--- config.mk ---
export PLATFORM = sky130hd
export DESIGN_NAME = pipelined_control_unit
export DESIGN_NICKNAME = d
export VERILOG_FILES = /design/src/rtl/cu_pkg.sv /design/src/rtl/cu_decode.sv /design/src/rtl/pipelined_control_unit.sv
export SDC_FILE = /design/constraint.sdc
export NUM_CORES = 1
export LEC_CHECK = 0
export ABC_CLOCK_PERIOD_IN_PS = 3150
export BUFFER_PORTS_ARGS = -buffer_cell sky130_fd_sc_hd__buf_2
export CORE_ASPECT_RATIO = 0.7
export CORE_UTILIZATION = 56
export CTS_CLUSTER_SIZE = 40
export DETAILED_ROUTE_END_ITERATION = 7
export GPL_TIMING_DRIVEN = 0
export HOLD_SLACK_MARGIN = 0.05
export PLACE_DENSITY_LB_ADDON = 0.3
export SLEW_MARGIN = 10
export SYNTH_ARGS = -nofsm -noshare
export SYNTH_HDL_FRONTEND = slang
export SYNTH_SLANG_ARGS = --single-unit
export TNS_END_PERCENT = 5
--- constraint.sdc ---
create_clock -name clk -period 3.15 [get_ports clk]
set_input_delay 0.315 -clock clk [delete_from_list [all_inputs] [get_ports clk]]
set_output_delay 0.315 -clock clk [all_outputs]
set_load 0.05 [all_outputs]
--- src/rtl/cu_pkg.sv ---
// Shared types and constants for the pipelined control unit: header fields,
// opcodes, ALU codes and the registered control bundle.
package cu_pkg;

  localparam int unsigned COND_W = 3;
  localparam int unsigned OP_W   = 4;
  localparam int unsigned ALUC_W = 4;
  localparam int unsigned HDR_W  = COND_W + 3 + OP_W;

  typedef enum logic [1:0] {
    CL_DATA   = 2'b00,
    CL_MEM    = 2'b01,
    CL_BRANCH = 2'b10,
    CL_RSVD   = 2'b11
  } cls_e;

  localparam logic [OP_W-1:0] OP_SUB = OP_W'(1);
  localparam logic [OP_W-1:0] OP_ADD = OP_W'(2);
  localparam logic [OP_W-1:0] OP_MOV = OP_W'(3);
  localparam logic [OP_W-1:0] OP_CMP = OP_W'(7);
  localparam logic [OP_W-1:0] OP_AVR = OP_W'(10);
  localparam logic [OP_W-1:0] OP_CUM = OP_W'(11);

  localparam logic [ALUC_W-1:0] ALUC_ADD  = ALUC_W'(1);
  localparam logic [ALUC_W-1:0] ALUC_SUB  = ALUC_W'(2);
  localparam logic [ALUC_W-1:0] ALUC_MOVI = ALUC_W'(7);
  localparam logic [ALUC_W-1:0] ALUC_MOVR = ALUC_W'(8);

  typedef struct packed {
    logic              rn_src;
    logic              imm_src;
    logic              rs_src;
    logic              result_src;
    logic              io_flag;
    logic              pau_op;
    logic              imm_ext;
    logic              flag_write;
    logic              alu_src;
    logic              branch_inst;
    logic              mem_write;
    logic              reg_write;
    logic              mem_p_write;
    logic [ALUC_W-1:0] alu_control;
    logic [COND_W-1:0] cond_flag;
    logic [1:0]        mem_to_reg;
  } ctrl_bundle_t;

  localparam ctrl_bundle_t CTRL_NOP = '0;

endpackage

--- src/rtl/cu_decode.sv ---
// Combinational header decoder: header -> control bundle, illegal flag and
// a marker for multi-cycle PAU operations.
module cu_decode
  import cu_pkg::*;
(
  input  logic [HDR_W-1:0] header_i,
  output ctrl_bundle_t     bundle_o,
  output logic             illegal_o,
  output logic             is_pau_o
);

  cls_e              cls;
  logic              imm;
  logic [OP_W-1:0]   op;
  logic [COND_W-1:0] cond;

  always_comb begin
    bundle_o  = CTRL_NOP;
    illegal_o = 1'b0;
    is_pau_o  = 1'b0;
    cls       = cls_e'(header_i[OP_W+2:OP_W+1]);
    imm       = header_i[OP_W];
    op        = header_i[OP_W-1:0];
    cond      = header_i[HDR_W-1 -: COND_W];

    case (cls)
      CL_DATA: begin
        if (imm) begin
          case (op)
            OP_SUB, OP_ADD, OP_MOV: begin
              bundle_o.imm_ext    = 1'b1;
              bundle_o.alu_src    = 1'b1;
              bundle_o.reg_write  = 1'b1;
              bundle_o.mem_to_reg = 2'b01;
              bundle_o.alu_control = (op == OP_SUB) ? ALUC_SUB :
                                     (op == OP_ADD) ? ALUC_ADD : ALUC_MOVI;
            end
            OP_CMP: begin
              bundle_o.rn_src      = 1'b1;
              bundle_o.imm_ext     = 1'b1;
              bundle_o.alu_src     = 1'b1;
              bundle_o.flag_write  = 1'b1;
              bundle_o.alu_control = ALUC_SUB;
            end
            default: illegal_o = 1'b1;
          endcase
        end else begin
          case (op)
            OP_SUB, OP_ADD: begin
              bundle_o.reg_write   = 1'b1;
              bundle_o.mem_to_reg  = 2'b01;
              bundle_o.alu_control = (op == OP_SUB) ? ALUC_SUB : ALUC_ADD;
            end
            OP_CMP: begin
              bundle_o.rs_src      = 1'b1;
              bundle_o.flag_write  = 1'b1;
              bundle_o.alu_control = ALUC_SUB;
            end
            OP_MOV: begin
              bundle_o.rs_src      = 1'b1;
              bundle_o.reg_write   = 1'b1;
              bundle_o.alu_control = ALUC_MOVR;
              bundle_o.mem_to_reg  = 2'b01;
            end
            OP_AVR, OP_CUM: begin
              bundle_o.result_src = 1'b1;
              bundle_o.reg_write  = 1'b1;
              bundle_o.mem_to_reg = 2'b01;
              bundle_o.pau_op     = (op == OP_CUM);
              is_pau_o            = 1'b1;
            end
            default: illegal_o = 1'b1;
          endcase
        end
      end
      // Memory ops are selected by the imm bit and the top opcode bit.
      CL_MEM: begin
        case (header_i[OP_W -: 2])
          2'b00: begin
            bundle_o.imm_ext     = 1'b1;
            bundle_o.rs_src      = 1'b1;
            bundle_o.alu_src     = 1'b1;
            bundle_o.mem_write   = 1'b1;
            bundle_o.alu_control = ALUC_ADD;
          end
          2'b11: begin
            bundle_o.imm_ext     = 1'b1;
            bundle_o.rs_src      = 1'b1;
            bundle_o.alu_src     = 1'b1;
            bundle_o.reg_write   = 1'b1;
            bundle_o.alu_control = ALUC_ADD;
            bundle_o.mem_to_reg  = 2'b00;
          end
          default: illegal_o = 1'b1;
        endcase
      end
      CL_BRANCH: begin
        bundle_o.branch_inst = 1'b1;
        bundle_o.imm_src     = 1'b1;
        bundle_o.cond_flag   = cond;
      end
      default: illegal_o = 1'b1;
    endcase
  end

endmodule

--- src/rtl/pipelined_control_unit.sv ---
// Registered control unit: one-cycle decode with valid/ready handshake, stall
// hold, branch flush and an FSM that delays PAU results by PAU_LAT cycles.
module pipelined_control_unit
  import cu_pkg::*;
#(
  parameter int unsigned PAU_LAT = 4
) (
  input  logic              clk,
  input  logic              rst,
  input  logic              inst_valid,
  output logic              inst_ready,
  input  logic [HDR_W-1:0]  inst_header,
  input  logic              stall_in,
  input  logic              flush,
  output logic              ctrl_valid,
  output logic              illegal,
  output logic              RnSrc,
  output logic              ImmSrc,
  output logic              RsSrc,
  output logic              ResultSrc,
  output logic              IOFlag,
  output logic              PAUOp,
  output logic              ImmExt,
  output logic              FlagWrite,
  output logic              ALUSrc,
  output logic              BranchInst,
  output logic              MemWrite,
  output logic              RegWrite,
  output logic              MemPWrite,
  output logic [ALUC_W-1:0] ALUControl,
  output logic [COND_W-1:0] CondFlag,
  output logic [1:0]        MemToReg
);

  localparam int unsigned    CNT_W     = (PAU_LAT > 2) ? $clog2(PAU_LAT) : 1;
  localparam logic [CNT_W-1:0] CNT_LOAD = CNT_W'((PAU_LAT >= 2) ? (PAU_LAT - 2) : 0);
  localparam bit             PAU_MULTI = (PAU_LAT > 1);

  typedef enum logic {S_IDLE, S_PAU_RUN} state_e;

  state_e       state_q, state_d;
  logic [CNT_W-1:0] cnt_q, cnt_d;
  ctrl_bundle_t pend_q, pend_d;
  ctrl_bundle_t out_q, out_d;
  logic         valid_q, valid_d;
  logic         illegal_q, illegal_d;

  ctrl_bundle_t dec_bundle;
  logic         dec_illegal;
  logic         dec_is_pau;
  logic         accept;

  cu_decode u_decode (
    .header_i  (inst_header),
    .bundle_o  (dec_bundle),
    .illegal_o (dec_illegal),
    .is_pau_o  (dec_is_pau)
  );

  assign inst_ready = (state_q == S_IDLE) && !(valid_q && stall_in);
  assign accept     = inst_valid && inst_ready;

  always_ff @(posedge clk) begin
    if (rst) begin
      state_q   <= S_IDLE;
      cnt_q     <= '0;
      pend_q    <= CTRL_NOP;
      out_q     <= CTRL_NOP;
      valid_q   <= 1'b0;
      illegal_q <= 1'b0;
    end else begin
      state_q   <= state_d;
      cnt_q     <= cnt_d;
      pend_q    <= pend_d;
      out_q     <= out_d;
      valid_q   <= valid_d;
      illegal_q <= illegal_d;
    end
  end

  // Next-state: flush dominates, then stall hold, then accept / PAU sequencing.
  always_comb begin
    state_d   = state_q;
    cnt_d     = cnt_q;
    pend_d    = pend_q;
    out_d     = out_q;
    valid_d   = valid_q;
    illegal_d = illegal_q;

    if (flush) begin
      state_d   = S_IDLE;
      cnt_d     = '0;
      pend_d    = CTRL_NOP;
      out_d     = CTRL_NOP;
      valid_d   = 1'b0;
      illegal_d = 1'b0;
    end else begin
      case (state_q)
        S_IDLE: begin
          if (valid_q && stall_in) begin
            // hold bundle for the stalled execute stage
          end else if (accept && dec_is_pau && PAU_MULTI) begin
            state_d   = S_PAU_RUN;
            cnt_d     = CNT_LOAD;
            pend_d    = dec_bundle;
            out_d     = CTRL_NOP;
            valid_d   = 1'b0;
            illegal_d = 1'b0;
          end else if (accept) begin
            out_d     = dec_bundle;
            valid_d   = 1'b1;
            illegal_d = dec_illegal;
          end else begin
            out_d     = CTRL_NOP;
            valid_d   = 1'b0;
            illegal_d = 1'b0;
          end
        end
        S_PAU_RUN: begin
          if (cnt_q == '0) begin
            state_d   = S_IDLE;
            out_d     = pend_q;
            valid_d   = 1'b1;
            illegal_d = 1'b0;
          end else begin
            cnt_d = cnt_q - CNT_W'(1);
          end
        end
        default: state_d = S_IDLE;
      endcase
    end
  end

  assign ctrl_valid = valid_q;
  assign illegal    = illegal_q;
  assign RnSrc      = out_q.rn_src;
  assign ImmSrc     = out_q.imm_src;
  assign RsSrc      = out_q.rs_src;
  assign ResultSrc  = out_q.result_src;
  assign IOFlag     = out_q.io_flag;
  assign PAUOp      = out_q.pau_op;
  assign ImmExt     = out_q.imm_ext;
  assign FlagWrite  = out_q.flag_write;
  assign ALUSrc     = out_q.alu_src;
  assign BranchInst = out_q.branch_inst;
  assign MemWrite   = out_q.mem_write;
  assign RegWrite   = out_q.reg_write;
  assign MemPWrite  = out_q.mem_p_write;
  assign ALUControl = out_q.alu_control;
  assign CondFlag   = out_q.cond_flag;
  assign MemToReg   = out_q.mem_to_reg;

endmodule

==> impl_metrics.tcl, run 1 <==
set metrics [dict create \
    hold_viol 0 \
    numClockSinks 39 \
    antenna_found_initial 0 \
    multi_input_area_um2 812.0 \
    grt_usage_pct 25.74 \
    die_y_um 48.14 \
    seq_area_um2 780.7 \
    wirelength_um 3739 \
    wl_met1_um 1861 \
    cap_violations 0 \
    vias 1502 \
    viasPerCell 5.522 \
    internal_power_w 0.0007330 \
    root_buffer "clkbuf_8" \
    synth_edf_count 0 \
    yosysMostFrequentCell "dfxtp_1" \
    seq_power_share_pct 50.8 \
    dr.pass1.iters 4 \
    area_growth_pct 18.96 \
    gp_congestion 0.9177 \
    p_switching_w 0.0002512 \
    diodes 0 \
    clkTransAtPathRegs_ps 70 \
    power_density_nw_per_um2 485.9 \
    cts_resized 0 \
    ys_types 41 \
    fill_cells 223 \
    async_reset_ff_share_pct 0 \
    clkPwrFrac_pct 38.0 \
    yosys.area.top_type "dfxtp_1" \
    start_kind "flop" \
    comb_power_share_pct 11.3 \
    grt_max_degree 12 \
    yosysTopAreaCellShare_pct 45.85 \
    setup-tns-final_ps 0 \
    end_kind "primary output" \
    numCtsBuffers 5 \
    hpwl_um 2586 \
    syn-cell-area_um2 1703 \
    sw_frac_of_total_pct 25.52 \
    first_iter_violations 91 \
    ys_ff_latch 39 \
    clk_path_buf_depth 2 \
    drive_above_1_share_pct 23.73 \
    drc 0 \
    period_share_pct 59.43 \
    grt_overflow_total 0 \
    core_area_um2 2843 \
    htree_levels 2 \
    hp-class "in -> reg" \
    hold_ws_ps 293.7 \
    peakVddDrop_v 0.0003769 \
    synth_cells 192 \
    top_layer "met4" \
    ys_seq_area_share_pct 45.85 \
    cts_setup_buffers 0 \
    ios 40 \
    final.setup.worst_slack_ps 1278 \
    start_util_pct 59.90 \
    met3WireLength_um 274 \
    dieWidth_um 67.91 \
    critPathMaxFanout 10 \
    yosys-top-cells-count "39 x dfxtp_1, 18 x a21oi_1, 18 x nor2_1, 18 x o21ai_0, 14 x and2_1" \
    die-area_um2 3269 \
    synth_area_leaders "dfxtp_1 46%, a21oi_1 5.3%, o21ai_0 5.3%, and2_1 5.1%, nor2_1 4.0%" \
    outcome "complete, no violations" \
    grt_pass1_vias 1232 \
    required_ps 2830 \
    wl_met2_um 1538 \
    clk_latency_ps 300 \
    std_cell_rows 16 \
    dpl-instance-area_um2 1926 \
    ant_nets 0 \
    tritoncts "yes" \
    max_slew_margin_pct 43.82 \
    finalClockSkew_ps 6.973 \
    max_clock_freq_ghz 0.5342 \
    routedWlPerCell_um 13.75 \
    syn_avg_cell_area_um2 8.869 \
    ys_warn_count 0 \
    cp.arrival_ps 1560 \
    worst_pin_slew_ps 835.0 \
    utilization_pct 71.26 \
    leakagePower_nw 0.8244 \
    maxSlewViolCount 0 \
    pre_cts_slack_ps 1257 \
    min_period_ps 1872 \
    grt_pass1_wl_um 5871 \
    stdcell_area_um2 2026 \
    path_class "reg -> out" \
    synthFlopType "dfxtp_1" \
    nets 253 \
    port_buffers 34 \
    rsz0062_at_grt "no" \
    finalSetupViolCount 0 \
    ctsHoldBuffers 0 \
]
-- registers in the layout (all words and copies together) (netlist names), 2 cells and up --
name and cells:
CondFlag 3, ALUControl 4, pend_q 17, cnt_q 2
-- cell families after synthesis --
kind of cell	synth area share (%)
buffers and inverters	6.906
adder cells (fa/ha/maj)	2.204
AND/OR/NAND/NOR	23.66
flip-flops	45.85
multiplexers	0.5878
AO/OA/AOI/OAI	20.57
other	0.2202
-- cell usage in the layout (no fill, tap or decap), types with 2 or more instances in the layout --
| master | netlist | layout |
|---|---|---|
| ha_1 | 3 | 3 |
| and2_1 | 14 | 14 |
| dfxtp_1 | 39 | 39 |
| buf_6 | 2 | 2 |
| conb_1 | 1 | 3 |
| a32oi_1 | 4 | 4 |
| a21oi_1 | 18 | 18 |
| o21ai_0 | 18 | 18 |
| nand3_1 | 5 | 5 |
| buf_2 | 1 | 35 |
| a221oi_1 | 5 | 5 |
| nor2_1 | 18 | 18 |
| clkbuf_1 | 4 | 5 |
| nand2_1 | 4 | 4 |
| nor4_1 | 2 | 2 |
| or2_2 | 2 | 2 |
| nor3_1 | 4 | 4 |
| o41ai_1 | 2 | 2 |
| a211oi_1 | 3 | 3 |
| nor2b_1 | 5 | 5 |
| buf_4 | 6 | 6 |
| nand2b_1 | 7 | 7 |
| inv_1 | 7 | 7 |
| clkbuf_8 | 0 | 7 |
-- final timing paths --
kind | from | endpoint | slack, ps | depth (start not counted)
max reg2reg | cnt_q[0] | ALUControl[1] | 1310 | 7
max | state_q | inst_ready | 1280 | 4
min reg2reg | pend_q[5] | pend_q[5] | 460 | 1
min | inst_header[7] | CondFlag[0] | 290 | 3
-- metal layers --
layer | global-route usage (%) | up-vias
met2 | 39.21 | 41
met5 | 0 | -
met3 | 6.308 | 7
met4 | 11.25 | 0
met1 | 35.30 | 693
li1 | - | 761
-- layout make-up --
cell class | count | area share (%)
Multi-Input combinational cell | 134 | 40.09
Sequential cell | 39 | 38.54
Timing Repair Buffer | 34 | 8.400
Clock buffer | 8 | 4.941
Buffer | 14 | 4.509
Tap cell | 36 | 2.224
Inverter | 7 | 1.297
-- stage by stage --
step | cells | total power (W)
2_1_floorplan | 194 | 0.0005898
6_report | 272 | 0.0009842
4_1_cts | 272 | 0.0009860
3_3_place_gp | 264 | 0.0006190
3_5_place_dp | 264 | 0.0006203
5_1_grt | 272 | 0.001017
-- power by group through the flow --
stage | registers (W) | clock network (W) | logic [W]
4_1_cts | 0.000500 | 0.000377 | 0.000109
3_3_place_gp | 0.000511 | 0 | 0.000108
2_1_floorplan | 0.000527 | 0 | 0.0000632
3_5_place_dp | 0.000511 | 0 | 0.000109
5_1_grt | 0.000500 | 0.000396 | 0.000120
6_report | 0.000500 | 0.000374 | 0.000111
-- critical path, cell delays in order, from the launching register on --
cell      delay [ps]
dfxtp_1          370
clkbuf_1         330
nand2b_1         290
inv_1             60
buf_2            210
Power figures use the tool's default switching activity.
==> run 2: changes to the inputs <==
ABC_CLOCK_PERIOD_IN_PS = 1710   (was 3150)
CORE_UTILIZATION = 47   (was 56)
clock period = 1.71 ns   (was 3.15 ns; I/O delays follow)
==> impl_metrics.tcl, run 2 (synthesis gave the netlist of run 1 again) <==
set metrics [dict create \
    cpPeakStageDelay_ps 540 \
    std_cell_rows 17 \
    path_class "reg -> reg" \
    clkTransAtPathRegs_ps 70 \
    cp.arrival_ps 1860 \
    largest_reg_flops 17 \
    finalSetupViolCount 0 \
    core_area_um2 3297 \
    grt_max_degree 12 \
    pre_cts_slack_ps -174.5 \
    grt_overflow_total 0 \
    start_util_pct 51.65 \
    port_buffers 34 \
    grt_pass1_vias 1336 \
    power_density_nw_per_um2 894.9 \
    rsz0062_at_grt "yes" \
    viasPerCell 5.326 \
    diodes 0 \
    gp_congestion 0.8921 \
    required_ps 1890 \
    area_growth_pct 21.97 \
    r2r_cells 6 \
    numClockSinks 39 \
    period_share_pct 98.03 \
    hp-class "in -> reg" \
    finalClockSkew_ps 6.223 \
    clk_latency_ps 290 \
    hold_viol 0 \
    dr.pass1.iters 4 \
    routedWlPerCell_um 13.97 \
    leakagePower_nw 0.8405 \
    wirelength_um 3940 \
    max_clock_freq_ghz 0.5965 \
    final.setup.worst_slack_ps 33.64 \
    numCtsBuffers 5 \
    power_w 0.001859 \
    slowest_stage "nor4b_4" \
    start_kind "flop" \
    end_kind "flop" \
    cp_num_buf_inv 2 \
    hpwl_um 2760 \
    drive_above_1_share_pct 26.81 \
    cap_violations 0 \
    crit_end "pend_q[7]" \
    dp_cells 275 \
    timing.rr.start "ctrl_valid" \
    worst_pin_slew_ps 686.3 \
    die-area_um2 3872 \
    clk_path_buf_depth 2 \
    dieWidth_um 73.95 \
    ff2ff_setup_slack_ps 30 \
    path_cells "and2_0 > buf_2 > nor4b_4 > nor2_2 > buf_6 > and2_1" \
    ant_nets 0 \
    mostFrequentLayoutCells "38 x dfxtp_1, 35 x buf_2, 18 x a21oi_1, 18 x nor2_1, 18 x o21ai_0" \
    peakVddDrop_v 0.0004787 \
    ctsHoldBuffers 0 \
    min_period_ps 1676 \
    hold_ws_ps 154.4 \
    drc 0 \
    max_slew_margin_pct 53.83 \
    utilization_pct 63.00 \
    cp_num_cells 6 \
    fin_cells 282 \
    grt_pass1_wl_um 6451 \
    grt_usage_pct 22.88 \
    critPathMaxFanout 10 \
    vias 1502 \
    worst_r2r_endpoint "pend_q[7]" \
    ios 40 \
    cp_top_family "simple AND/OR/NAND/NOR gates" \
    outcome "complete, no violations" \
    maxSlewViolCount 0 \
    die_y_um 52.36 \
    final_common_cell "dfxtp_1" \
    htree_levels 2 \
    cp-startpoint "ctrl_valid" \
    nets 253 \
    tritoncts "yes" \
    first_iter_violations 142 \
    regMostFlops "pend_q" \
    antenna_found_initial 0 \
    root_buffer "clkbuf_8" \
]
[run 2: power by group]
group | internal, W | switching [W]
Combinational | 0.0000684 | 0.000141
Clock | 0.000427 | 0.000301
Sequential | 0.000917 | 0.00000422
[run 2: worst min path at each step]
stage	slack [ps]	endpoint	from	depth (start not counted)
floorplan	320	pend_q[16]	inst_header[0]	2
global placement	440	pend_q[8]	pend_q[8]	1
detailed placement	440	pend_q[7]	pend_q[7]	1
CTS	150	CondFlag[1]	inst_header[8]	3
global route	170	CondFlag[1]	inst_header[8]	3
finish	150	CondFlag[1]	inst_header[8]	3
[run 2: worst register-to-register path, cell delays in order (launching register included)]
cell and delay, ps:
dfxtp_2 330, and2_0 120, buf_2 160, nor4b_4 540, nor2_2 110, buf_6 160, and2_1 150
[run 2: metrics by stage]
| stage | instance area (um^2) | TNS, ps |
|---|---|---|
| floorplan | 1710 | -52.53 |
| global placement | 1939 | -1405 |
| detailed placement | 1939 | -1919 |
| CTS | 2057 | -62.55 |
| global route | 2077 | -1370 |
| finish | 2077 | 0 |
[run 2: final cells by class]
type | instances | area [um^2]
Buffer | 14 | 96.34
Clock buffer | 6 | 72.57
Clock inverter | 1 | 30.03
Fill cell | 298 | 1220
Inverter | 7 | 26.28
Multi-Input combinational cell | 134 | 840.8
Sequential cell | 39 | 782.0
Tap cell | 47 | 58.81
Timing Repair Buffer | 34 | 170.2
[run 2: repair_timing]
action                                 in CTS  in global routing
gates resized for setup                     5                  6
endpoints found under the hold margin       0                  0
buffers inserted                            0                  0
setup endpoints to repair                  14                 27
pin swaps                                   0                  2
[run 2: per-layer routing]
metal	global-route usage, %	vias up	part of all wire, %
met1	31.19	688	50
met3	5.769	9	5.5
met5	0	-	0
li1	-	760	-
met4	8.974	0	1.5
met2	34.55	45	43
==> run 3: changes to the inputs <==
CORE_ASPECT_RATIO = unset   (was 0.7)
CTS_CLUSTER_SIZE = unset   (was 40)
==> impl_metrics.tcl, run 3 (synthesis gave the netlist of run 1 again) <==
set metrics [dict create \
    viasPerCell 5.447 \
    std_cell_rows 21 \
    max_clock_freq_ghz 0.5895 \
    core_area_um2 3416 \
    setup-tns-final_ps 0 \
    vias 1536 \
    met3_usage_pct 5.699 \
    ant_nets 0 \
    outcome "complete, no violations" \
    ctsHoldBuffers 0 \
    clkPwrFrac_pct 36.3 \
    cap_violations 0 \
    internal_power_w 0.001331 \
    hpwl_um 2700 \
    use_met2_pct 32.42 \
    clkTransAtPathRegs_ps 110 \
    finalClockSkew_ps 5.265 \
    mostFrequentLayoutCells "38 x dfxtp_1, 35 x buf_2, 18 x a21oi_1, 18 x nor2_1, 18 x o21ai_0" \
    start_util_pct 49.85 \
    grt_pass1_wl_um 6472 \
    largest_reg_flops 17 \
    critPathMaxFanout 10 \
    cp.arrival_ps 1940 \
    sw_frac_of_total_pct 25.00 \
    root_buffer "clkbuf_4" \
    rsz0062_at_grt "yes" \
    period_share_pct 99.20 \
    gp_congestion 0.8197 \
    peakVddDrop_v 0.0005134 \
    finalSetupViolCount 0 \
    grt_pass1_vias 1390 \
    worst_r2r_endpoint "pend_q[11]" \
    dieWidth_um 62.19 \
    path_class "reg -> reg" \
    grt.busiest_layer "met2" \
    max_slew_margin_pct 51.69 \
    cp-startpoint "ctrl_valid" \
    leakagePower_nw 0.8355 \
    gr-usage-met1_pct 29.87 \
    port_buffers 34 \
    p_switching_w 0.0004438 \
    dpl-instance-area_um2 1938 \
    stdcell_area_um2 2058 \
    start_kind "flop" \
    drc 0 \
    regMostFlops "pend_q" \
    hold_viol 0 \
    clk_latency_ps 340 \
    ios 40 \
    r2r_cells 6 \
    drive_above_1_share_pct 27.54 \
    area_growth_pct 20.87 \
    die-area_um2 3868 \
    numCtsBuffers 5 \
    first_iter_violations 110 \
    maxSlewViolCount 0 \
    grt_max_degree 13 \
    numClockSinks 39 \
    diodes 0 \
    dr.pass1.iters 5 \
    min_path_cells 3 \
    hp-class "in -> reg" \
    final_common_cell "dfxtp_1" \
    pre_cts_slack_ps -165.4 \
    seq_power_share_pct 51.9 \
    end_kind "flop" \
    antenna_found_initial 0 \
    utilization_pct 60.26 \
    die_y_um 62.19 \
    power_density_nw_per_um2 862.3 \
    worst_pin_slew_ps 718.0 \
    routedWlPerCell_um 13.86 \
    comb_power_share_pct 11.8 \
    final.setup.worst_slack_ps 13.62 \
    htree_levels 2 \
    tritoncts "yes" \
    min_from "inst_header[8]" \
    min_to "CondFlag[1]" \
    grt_overflow_total 0 \
    grt_usage_pct 21.53 \
    nets 253 \
    required_ps 1960 \
    ff2ff_setup_slack_ps 10 \
    clk_path_buf_depth 2 \
    min_period_ps 1696 \
    power_w 0.001775 \
    wirelength_um 3909 \
    timing.rr.start "ctrl_valid" \
]
## run 3: worst max-delay path by stage
stage	slack (ps)	endpoint	cells after the start
final	10	pend_q[11]	6
after floorplan	-5	ImmExt	5
after global routing	-100	pend_q[6]	6
after detailed placement	-170	ALUControl[1]	7
after global placement	-130	ALUControl[1]	7
after CTS	-3	ImmExt	5
## run 3: critical path, stage by stage, from the launching register on
cell and delay (ps):
dfxtp_2 350, and2_0 120, buf_2 160, nor4b_4 560
nor2_2 100, buf_6 160, and2_1 150
## run 3: repair_timing
action	CTS	global route
pin swaps	0	1
gates resized for setup	4	9
endpoints found under the setup margin	11	25
setup buffers	0	0
## run 3: per-stage QoR
step           hold WS, ps  std cells
2_1_floorplan        318.1        194
3_3_place_gp         437.6        274
3_5_place_dp         443.7        274
4_1_cts              81.73        282
5_1_grt              90.66        282
6_report             85.19        282
## run 3: final cells by class
class                   instances  area (um^2)
clock inverters                 2        35.03
fillers                       320         1358
inverters                       7        26.28
plain buffers                  14        96.34
well taps                      46        57.56
clock buffers                   6        51.30
multi-input cells             134        837.1
repair buffers                 34        172.7
flip-flops and latches         39        782.0
## run 3: metal layers
metal  vias up  routed length, um  part of all wire [%]
li1        758                  -                     -
met1       723               1956                    50
met2        51               1722                    44
met3         4                185                   4.7
met4         0                 44                   1.1
met5         -                  0                     0
## run 3: power groups by stage
stage / combinational, W / sequential [W] / clock (W)
2_1_floorplan: 0.000116 / 0.000970 / 0
3_3_place_gp: 0.000201 / 0.000942 / 0
3_5_place_dp: 0.000203 / 0.000942 / 0
4_1_cts: 0.000205 / 0.000921 / 0.000655
5_1_grt: 0.000228 / 0.000923 / 0.000699
6_report: 0.000210 / 0.000921 / 0.000644
